### config.mk
export PLATFORM = sky130hd
export DESIGN_NAME = seq_detect_moore_param
export DESIGN_NICKNAME = d
export VERILOG_FILES = /design/src/rtl/seq_detect_pkg.sv /design/src/rtl/seq_next_state.sv /design/src/rtl/seq_detect_moore_param.sv
export SDC_FILE = /design/constraint.sdc
export NUM_CORES = 1
export LEC_CHECK = 0
export CAP_MARGIN = 20
export CORE_ASPECT_RATIO = 1.5
export CORE_MARGIN = 2
export CORE_UTILIZATION = 58
export DETAILED_ROUTE_END_ITERATION = 16
export DONT_BUFFER_PORTS = 1
export GPL_TIMING_DRIVEN = 0
export PLACE_DENSITY = 0.81
export SLEW_MARGIN = 0
export SYNTH_ARGS = -nofsm -noshare
export SYNTH_HDL_FRONTEND = slang
export SYNTH_SLANG_ARGS = --single-unit
### constraint.sdc
create_clock -name clk -period 4 [get_ports clk]
set_input_delay 0.4 -clock clk [delete_from_list [all_inputs] [get_ports clk]]
set_output_delay 0.4 -clock clk [all_outputs]
set_load 0.05 [all_outputs]
### src/rtl/seq_detect_pkg.sv
// Shared constants and elaboration helpers for the parametrised Moore sequence detector.
package seq_detect_pkg;

    localparam logic OVL_OFF = 1'b0;
    localparam logic OVL_ON  = 1'b1;

    function automatic int unsigned clog2(input int unsigned v);
        int unsigned r;
        r = 0;
        while ((64'd1 << r) < 64'(v)) r++;
        return r;
    endfunction

    // Width needed to hold progress values 0..pat_len.
    function automatic int unsigned state_width(input int unsigned pat_len);
        return clog2(pat_len + 1);
    endfunction

endpackage

### src/rtl/seq_next_state.sv
// Prefix-function next-state logic: longest pattern prefix that ends the
// matched prefix extended by the incoming bit.
module seq_next_state
    import seq_detect_pkg::*;
#(
    parameter int unsigned PAT_LEN = 4,
    parameter int unsigned SW      = state_width(PAT_LEN)
) (
    input  logic [SW-1:0]      state_i,
    input  logic               b_i,
    input  logic [PAT_LEN-1:0] pattern_i,
    input  logic               overlap_i,
    output logic [SW-1:0]      next_state_c
);

    localparam int unsigned HW = PAT_LEN + 1;

    logic [SW-1:0] start;
    logic [HW-1:0] pat_ext;
    logic [HW-1:0] hist;
    logic [HW-1:0] mask;
    logic [HW-1:0] want;

    always_comb begin
        start        = state_i;
        pat_ext      = HW'(pattern_i);
        hist         = '0;
        mask         = '0;
        want         = '0;
        next_state_c = '0;

        // Non-overlap mode consumes a completed match before the new bit.
        case (overlap_i)
            OVL_OFF: if (state_i == SW'(PAT_LEN)) start = '0;
            OVL_ON:  start = state_i;
        endcase

        // Matched prefix (first `start` pattern bits) followed by the new bit, LSB = newest.
        hist = ((pat_ext >> (SW'(PAT_LEN) - start)) << 1) | HW'(b_i);

        for (int unsigned l = 1; l <= PAT_LEN; l++) begin
            mask = (HW'(1) << l) - HW'(1);
            want = pat_ext >> (PAT_LEN - l);
            if ((l <= 32'(start) + 32'd1) && ((hist & mask) == want)) begin
                next_state_c = SW'(l);
            end
        end
    end

endmodule

### src/rtl/seq_detect_moore_param.sv
// Run-time programmable Moore serial sequence detector with qualifier,
// overlap control and a saturating match counter.
module seq_detect_moore_param
    import seq_detect_pkg::*;
#(
    parameter int unsigned        PAT_LEN = 4,
    parameter logic [PAT_LEN-1:0] RST_PAT = PAT_LEN'(4'b1011),
    parameter int unsigned        CNT_W   = 8
) (
    input  logic                              clk,
    input  logic                              rst,
    input  logic                              x,
    input  logic                              x_valid,
    input  logic                              load,
    input  logic [PAT_LEN-1:0]                pattern_in,
    input  logic                              overlap,
    input  logic                              clear,
    output logic                              Z,
    output logic [state_width(PAT_LEN)-1:0]   state_o,
    output logic [CNT_W-1:0]                  match_cnt,
    output logic                              cnt_sat
);

    localparam int unsigned SW = state_width(PAT_LEN);

    logic [SW-1:0]      state_q, state_d, step_c;
    logic [PAT_LEN-1:0] pat_q, pat_d;
    logic [CNT_W-1:0]   cnt_q, cnt_d;
    logic               z_q, z_d;

    seq_next_state #(
        .PAT_LEN (PAT_LEN),
        .SW      (SW)
    ) u_next (
        .state_i      (state_q),
        .b_i          (x),
        .pattern_i    (pat_q),
        .overlap_i    (overlap),
        .next_state_c (step_c)
    );

    // Load restarts detection and masks the bit; clear overrides any increment.
    always_comb begin
        state_d = state_q;
        pat_d   = pat_q;
        cnt_d   = cnt_q;

        if (load) begin
            pat_d   = pattern_in;
            state_d = '0;
        end else if (x_valid) begin
            state_d = step_c;
            if ((step_c == SW'(PAT_LEN)) && (cnt_q != '1)) begin
                cnt_d = cnt_q + CNT_W'(1);
            end
        end

        if (clear) begin
            cnt_d = '0;
        end

        z_d = (state_d == SW'(PAT_LEN));
    end

    always_ff @(posedge clk or posedge rst) begin
        if (rst) begin
            state_q <= '0;
            pat_q   <= RST_PAT;
            cnt_q   <= '0;
            z_q     <= 1'b0;
        end else begin
            state_q <= state_d;
            pat_q   <= pat_d;
            cnt_q   <= cnt_d;
            z_q     <= z_d;
        end
    end

    assign Z         = z_q;
    assign state_o   = state_q;
    assign match_cnt = cnt_q;
    assign cnt_sat   = &cnt_q;

endmodule

==> results of run 1 <==
## flip-flops by register name, summed over array words and instances, names as in the netlist
register / count
pat_q: 4
match_cnt: 8
state_o: 3
Z: 1
## cells by family (layout without fill, tap and decap cells)
logic type      Yosys count  after routing  synth area share [%]
xor+xnor                  4              4                  2.61
fa+ha+maj                 5              5                  4.66
buf+inv                  19             23                  9.13
compound gates           47             47                  23.8
simple gates             55             55                  25.1
flops                    16             16                  30.1
mux                       6              6                  4.66
## through the flow
stage / setup WS (ns) / hold WS [ns] / power, mW / cell area [um2] / utilization [%]
3_5_place_dp: 0.468 / 0.391 / 0.317 / 1370 / 62.1
2_1_floorplan: 0.762 / 0.312 / 0.290 / 1340 / -
5_1_grt: 0.138 / 0.113 / 0.446 / 1410 / 63.8
6_report: 0.337 / 0.0623 / 0.424 / 1410 / 63.8
3_3_place_gp: 0.514 / 0.379 / 0.311 / 1370 / 62.1
4_1_cts: 0.324 / 0.0747 / 0.425 / 1410 / 63.8
## layer usage
| metal | global-route usage [%] | vias to the layer above |
|---|---|---|
| li1 | - | 581 |
| met1 | 27.5 | 585 |
| met2 | 46.1 | 37 |
| met3 | 4.91 | 10 |
| met4 | 11.7 | 0 |
| met5 | 0 | - |
## critical path, cell delays in order (launching register included)
cell	delay [ns]
dfrtp_1	0.70
buf_6	0.22
inv_1	0.09
ha_1	0.37
o21bai_1	0.18
a211o_1	0.28
nor4b_1	0.45
or4b_1	0.49
buf_2	0.18
buf_6	0.14
or3b_1	0.36
a21oi_1	0.13
## cell type report
cell class	count	area, um2	share of cell area, %
Tap cell	23	28.8	2.04
Buffer	12	96.3	6.84
Sequential cell	16	404	28.7
Multi-Input combinational cell	117	816	58.0
Clock buffer	4	36.3	2.58
Inverter	7	26.3	1.87
## placed cells by master (no fill, tap or decap), types with 2 or more instances in the layout
cell type  synthesis  final
a2111oi_0          2      2
a211oi_1           3      3
a21oi_1           15     15
and2_1             3      3
and3_1             3      3
buf_2              3      3
buf_6              5      5
clkbuf_1           2      2
clkbuf_4           1      4
dfrtp_1           13     13
dfstp_2            3      3
ha_1               5      5
inv_1              7      7
mux2_2             2      2
mux2i_1            4      4
nand2_1            7      7
nand3_1           10     10
nand3b_1           3      3
nand4_1            2      2
nor2_1             8      8
o21ai_0            7      7
o311ai_0           2      2
o31ai_1            7      7
or4_1              6      6
xor2_1             3      3
## report_power, final
group | internal (mW) | switching (mW)
Combinational | 0.0547 | 0.0778
Clock | 0.0554 | 0.0525
Sequential | 0.170 | 0.0139
Total | 0.280 | 0.144
## worst paths after layout
| path | to | cells past startpoint |
|---|---|---|
| worst max-delay path | match_cnt[1] | 11 |
| worst min register to register | pat_q[0] | 2 |
| max in group asynchronous | match_cnt[2] | 1 |
| min in group clk | pat_q[2] | 2 |
| worst max register to register | match_cnt[1] | 11 |
| worst min-delay path | pat_q[2] | 1 |
==> out/metrics.csv, run 1 <==
stage,metric,value,unit
yosys,async set-reset flop share out of synthesis,100,%
yosys,Syn Std Cell Area,1340,um2
cts,Num CTS Buffers,3,
cts,worst-skew pair later-pin latency,0.28,ns
yosys,Syn Nets,168,
placed_design,port bufs,0,
drt,vias post-DR,1213,
cts,H-Tree Depth,1,
grt,Overflow after GRT,0,
critical_path,flop2flop setup slack,0.34,ns
grt,Total Routing Usage GR,25.6,%
sta,Least-Margin Pin Slew,0.673,ns
drt,vias per inst,6.78,
critical_path,CP Launch Type,flop,
floorplanning,Die H,62.9,um
hold_path,worst hold path class,in -> async,
drt,DR WL met3,144,um
drt,Routed WL,3140,um
yosys,top-area cell type share of the netlist area,24.2,%
flow_run,Max Cap Viol,0,
drt,DRT Pass-1 Iters,4,
critical_path,RR Startpoint,state_o[0],
pwr,leakage power,0.563,nW
placed_design,Routability Congestion,0.853,
placed_design,DP Cell Count,175,
yosys,most instantiated cells after synthesis,"a21oi_1, dfrtp_1, nand3_1",
cells_and_area,Filler cells,221,
yosys,most instantiated library cell after synthesis,a21oi_1,
sta,Max transition margin,54.6,%
floorplanning,core area,2210,um2
cells_and_area,ant diodes,0,
placed_design,HPWL after DPL,2380,um
sta,fin crit period,3.66,ns
yosys,Post-Synthesis Cells,152,
sta,final setup TNS,0,ns
grt,largest net degree at the start of global routing,17,
cells_and_area,fin cells,179,
drt,routed length on met2,1700,um
floorplanning,Site Rows,21,
sta,max-slew violations,0,
critical_path,critical path arrival,3.88,ns
cts,post_cts resized,0,
yosys,Most used DFF post-synth,dfrtp_1,
cts,clk buf depth,2,
pwr,power per standard cell area,301,nW/um2
drt,wl on met1,1190,um
sta,final number of hold-violating endpoints,0,
critical_path,"Max FO, Critical Path",10,
floorplanning,Starting Density,60.8,%
cts,clk root buf,clkbuf_4,
cts,"Reg clk slew, reported paths",0.10,ns
sta,Fmax,273,MHz
drt,WL/cell,17.6,um
critical_path,critical path required time,4.22,ns
drt,drt first-iter violations,40,
drt,Post-DRT Antenna Nets,0,
yosys,count of state elements after synthesis,16,
drt,highest metal used,met4,
yosys,Yosys warnings,0,
status,status,completed,
critical_path,Worst Setup SP,state_o[0],
grt,vias in the first global route,1229,
yosys,synth top area cells,"dfrtp_1, dfstp_2, a21oi_1, ha_1, buf_6",
yosys,"EDFF count, synth",0,
yosys,"area leader, netlist",dfrtp_1,
cells_and_area,share of layout cells above drive strength 1,17.3,%
cells_and_area,Layout area overhead,4.85,%
cts,# clock sinks,16,
cells_and_area,Layout Nets,173,
floorplanning,I/O pin cnt,24,
sta,Setup Viol. Count Final,0,
floorplanning,die area,2720,um2
yosys,register area share after synthesis,30.1,%
yosys,Unique masters post-synth,51,
sta,Worst Skew,0.00169,ns
cts,number of setup buffers added after CTS,0,
cts,CTS tree,yes,
critical_path,critical path endpoint category,flop,
grt,first-pass GRT wire length,5440,um
critical_path,Crit Path Class,reg -> reg,
cts,# hold bufs at CTS,0,
sta,crit share post-route,91.6,%
grt,antenna violations before repair,0,
pwr,Max VDD drop,0.224,mV
sta,RSZ-0062 raised after global routing,false,
yosys,syn_area_per_cell,8.83,um2
drt,Residual DRC,0,
floorplanning,Die W,43.3,um
Power figures use the tool's default switching activity.
==> inputs of run 2 (changes only) <==
--- a/config.mk
+++ b/config.mk
@@ -5,8 +5,9 @@
 export SDC_FILE = /design/constraint.sdc
 export NUM_CORES = 1
 export LEC_CHECK = 0
+export ABC_AREA = 1
 export CAP_MARGIN = 20
-export CORE_ASPECT_RATIO = 1.5
+export CORE_ASPECT_RATIO = 0.7
 export CORE_MARGIN = 2
 export CORE_UTILIZATION = 58
 export DETAILED_ROUTE_END_ITERATION = 16
==> out/metrics.csv, run 2 <==
stage,metric,value,unit
sta,final number of hold-violating endpoints,0,
critical_path,"Max FO, Critical Path",9,
yosys,count of state elements after synthesis,16,
drt,DRT Pass-1 Iters,4,
sta,crit share post-route,68.5,%
yosys,async set-reset flop share out of synthesis,100,%
cts,worst-skew pair later-pin latency,0.29,ns
floorplanning,Die H,43.4,um
status,status,completed,
drt,Residual DRC,0,
yosys,Syn Std Cell Area,1280,um2
drt,Routed WL,2750,um
cells_and_area,share of layout cells above drive strength 1,13.5,%
floorplanning,Starting Density,60.6,%
grt,largest net degree at the start of global routing,17,
cells_and_area,Layout Nets,210,
yosys,Unique masters post-synth,25,
cts,CTS tree,yes,
placed_design,Routability Congestion,0.871,
grt,Total Routing Usage GR,23.7,%
sta,RSZ-0062 raised after global routing,false,
cts,H-Tree Depth,1,
yosys,most instantiated library cell after synthesis,nand2_1,
pwr,Max VDD drop,0.193,mV
grt,first-pass GRT wire length,4680,um
yosys,most instantiated cells after synthesis,"nand2_1, inv_1, nor2_1",
critical_path,critical path arrival,2.96,ns
cts,number of setup buffers added after CTS,0,
placed_design,Setup WS pre-CTS,1.26,ns
critical_path,critical path endpoint category,flop,
cts,post_cts resized,0,
cts,# hold bufs at CTS,0,
drt,WL/cell,12.2,um
sta,Max transition margin,41.1,%
yosys,Yosys warnings,0,
flow_run,Max Cap Viol,0,
cells_and_area,"commonest cells after routing, fill and taps aside","nand2_1, inv_1, nor2_1",
yosys,Most used DFF post-synth,dfrtp_1,
floorplanning,die area,2610,um2
critical_path,Crit Path Class,reg -> reg,
placed_design,port bufs,0,
sta,Least-Margin Pin Slew,0.881,ns
cts,"Reg clk slew, reported paths",0.09,ns
cts,# clock sinks,16,
cts,clk buf depth,2,
grt,antenna violations before repair,0,
cells_and_area,"commonest non-fill, non-tap cell in the layout",nand2_1,
critical_path,critical path required time,4.22,ns
grt,Overflow after GRT,0,
sta,fin crit period,2.74,ns
sta,Fmax,365,MHz
pwr,power per standard cell area,280,nW/um2
sta,Final WS setup,1.26,ns
sta,final setup TNS,0,ns
cells_and_area,ant diodes,0,
floorplanning,core area,2120,um2
yosys,"area leader, netlist",dfrtp_1,
floorplanning,Die W,60.2,um
yosys,syn_area_per_cell,6.79,um2
drt,Post-DRT Antenna Nets,0,
cts,Num CTS Buffers,3,
pwr,leakage power,0.694,nW
placed_design,HPWL after DPL,2220,um
sta,Setup Viol. Count Final,0,
grt,vias in the first global route,1077,
drt,drt first-iter violations,72,
sta,Worst Skew,0.00423,ns
cells_and_area,Util after Layout,63.7,%
yosys,synth top area cells,"dfrtp_1, nand2_1, inv_1, nand3_1, nor2_1",
hold_path,worst hold path class,in -> async,
drt,vias per inst,5.17,
cts,clk root buf,clkbuf_4,
cells_and_area,Filler cells,196,
cells_and_area,Layout area overhead,5.17,%
critical_path,CP Launch Type,flop,
cells_and_area,max reg flops,8,
yosys,"EDFF count, synth",0,
yosys,register area share after synthesis,31.5,%
sta,max-slew violations,0,
yosys,top-area cell type share of the netlist area,25.3,%
floorplanning,Site Rows,14,
yosys,Syn Nets,205,
floorplanning,I/O pin cnt,24,
yosys,Post-Synthesis Cells,189,
drt,vias post-DR,1164,
run 2: per-stage QoR:
stage               hold WS (ns)  cell area, um2  total power, mW  std cells
floorplan                  0.312            1280            0.270        189
global placement           0.372            1320            0.284        221
detailed placement         0.385            1320            0.290        221
CTS                       0.0674            1350            0.379        225
global route              0.0812            1350            0.403        225
finish                    0.0470            1350            0.377        225
run 2: metal layers:
metal | vias up | GRT usage [%] | wire length, um
met4 | 0 | 4.00 | 0
li1 | 604 | - | -
met3 | 0 | 5.97 | 224
met2 | 41 | 37.8 | 1300
met1 | 519 | 33.0 | 1230
met5 | - | 0 | 0
run 2: cells by family after synthesis:
kind of cell             after synthesis  share of synthesized area (%)
AO/OA/AOI/OAI                         17                           7.89
buffers and inverters                 34                           10.1
XOR/XNOR                               3                           2.05
flip-flops                            16                           31.5
adder cells (fa/ha/maj)                5                           4.87
AND/OR/NAND/NOR                      114                           43.6
run 2: cell type report:
| class | count | area, um2 | area share, % |
|---|---|---|---|
| Sequential cell | 16 | 404 | 29.9 |
| Buffer | 3 | 13.8 | 1.02 |
| Clock buffer | 4 | 26.3 | 1.95 |
| Multi-Input combinational cell | 139 | 749 | 55.5 |
| Tap cell | 32 | 40.0 | 2.97 |
| Inverter | 31 | 116 | 8.62 |
run 2: worst paths after layout:
kind / startpoint / end / slack [ns] / depth (start not counted)
setup reg to reg: state_o[0] / match_cnt[0] / 1.26 / 14
max in group asynchronous: rst / match_cnt[0] / 3.57 / 1
setup / recovery: state_o[0] / match_cnt[0] / 1.26 / 14
min in group clk: pattern_in[1] / pat_q[1] / 0.21 / 2
hold reg to reg: pat_q[1] / pat_q[1] / 0.56 / 2
hold / removal: rst / state_o[2] / 0.05 / 1
run 2: power by group:
part / switching [mW] / leakage [nW] / internal [mW]
Combinational: 0.0727 / 0.469 / 0.0332
Sequential: 0.0127 / 0.210 / 0.169
Clock: 0.0510 / 0.0150 / 0.0388
run 2: critical path: stages, from the launching register on:
cell	delay (ns)
dfrtp_1	0.70
buf_2	0.32
inv_1	0.09
ha_1	0.26
nand3_2	0.17
nand3_1	0.09
nand2_1	0.08
nand2_1	0.10
nor2_2	0.18
nand3_4	0.12
nor2_8	0.19
nand3_2	0.13
nand2_1	0.09
nand2_1	0.05
nor2_1	0.11
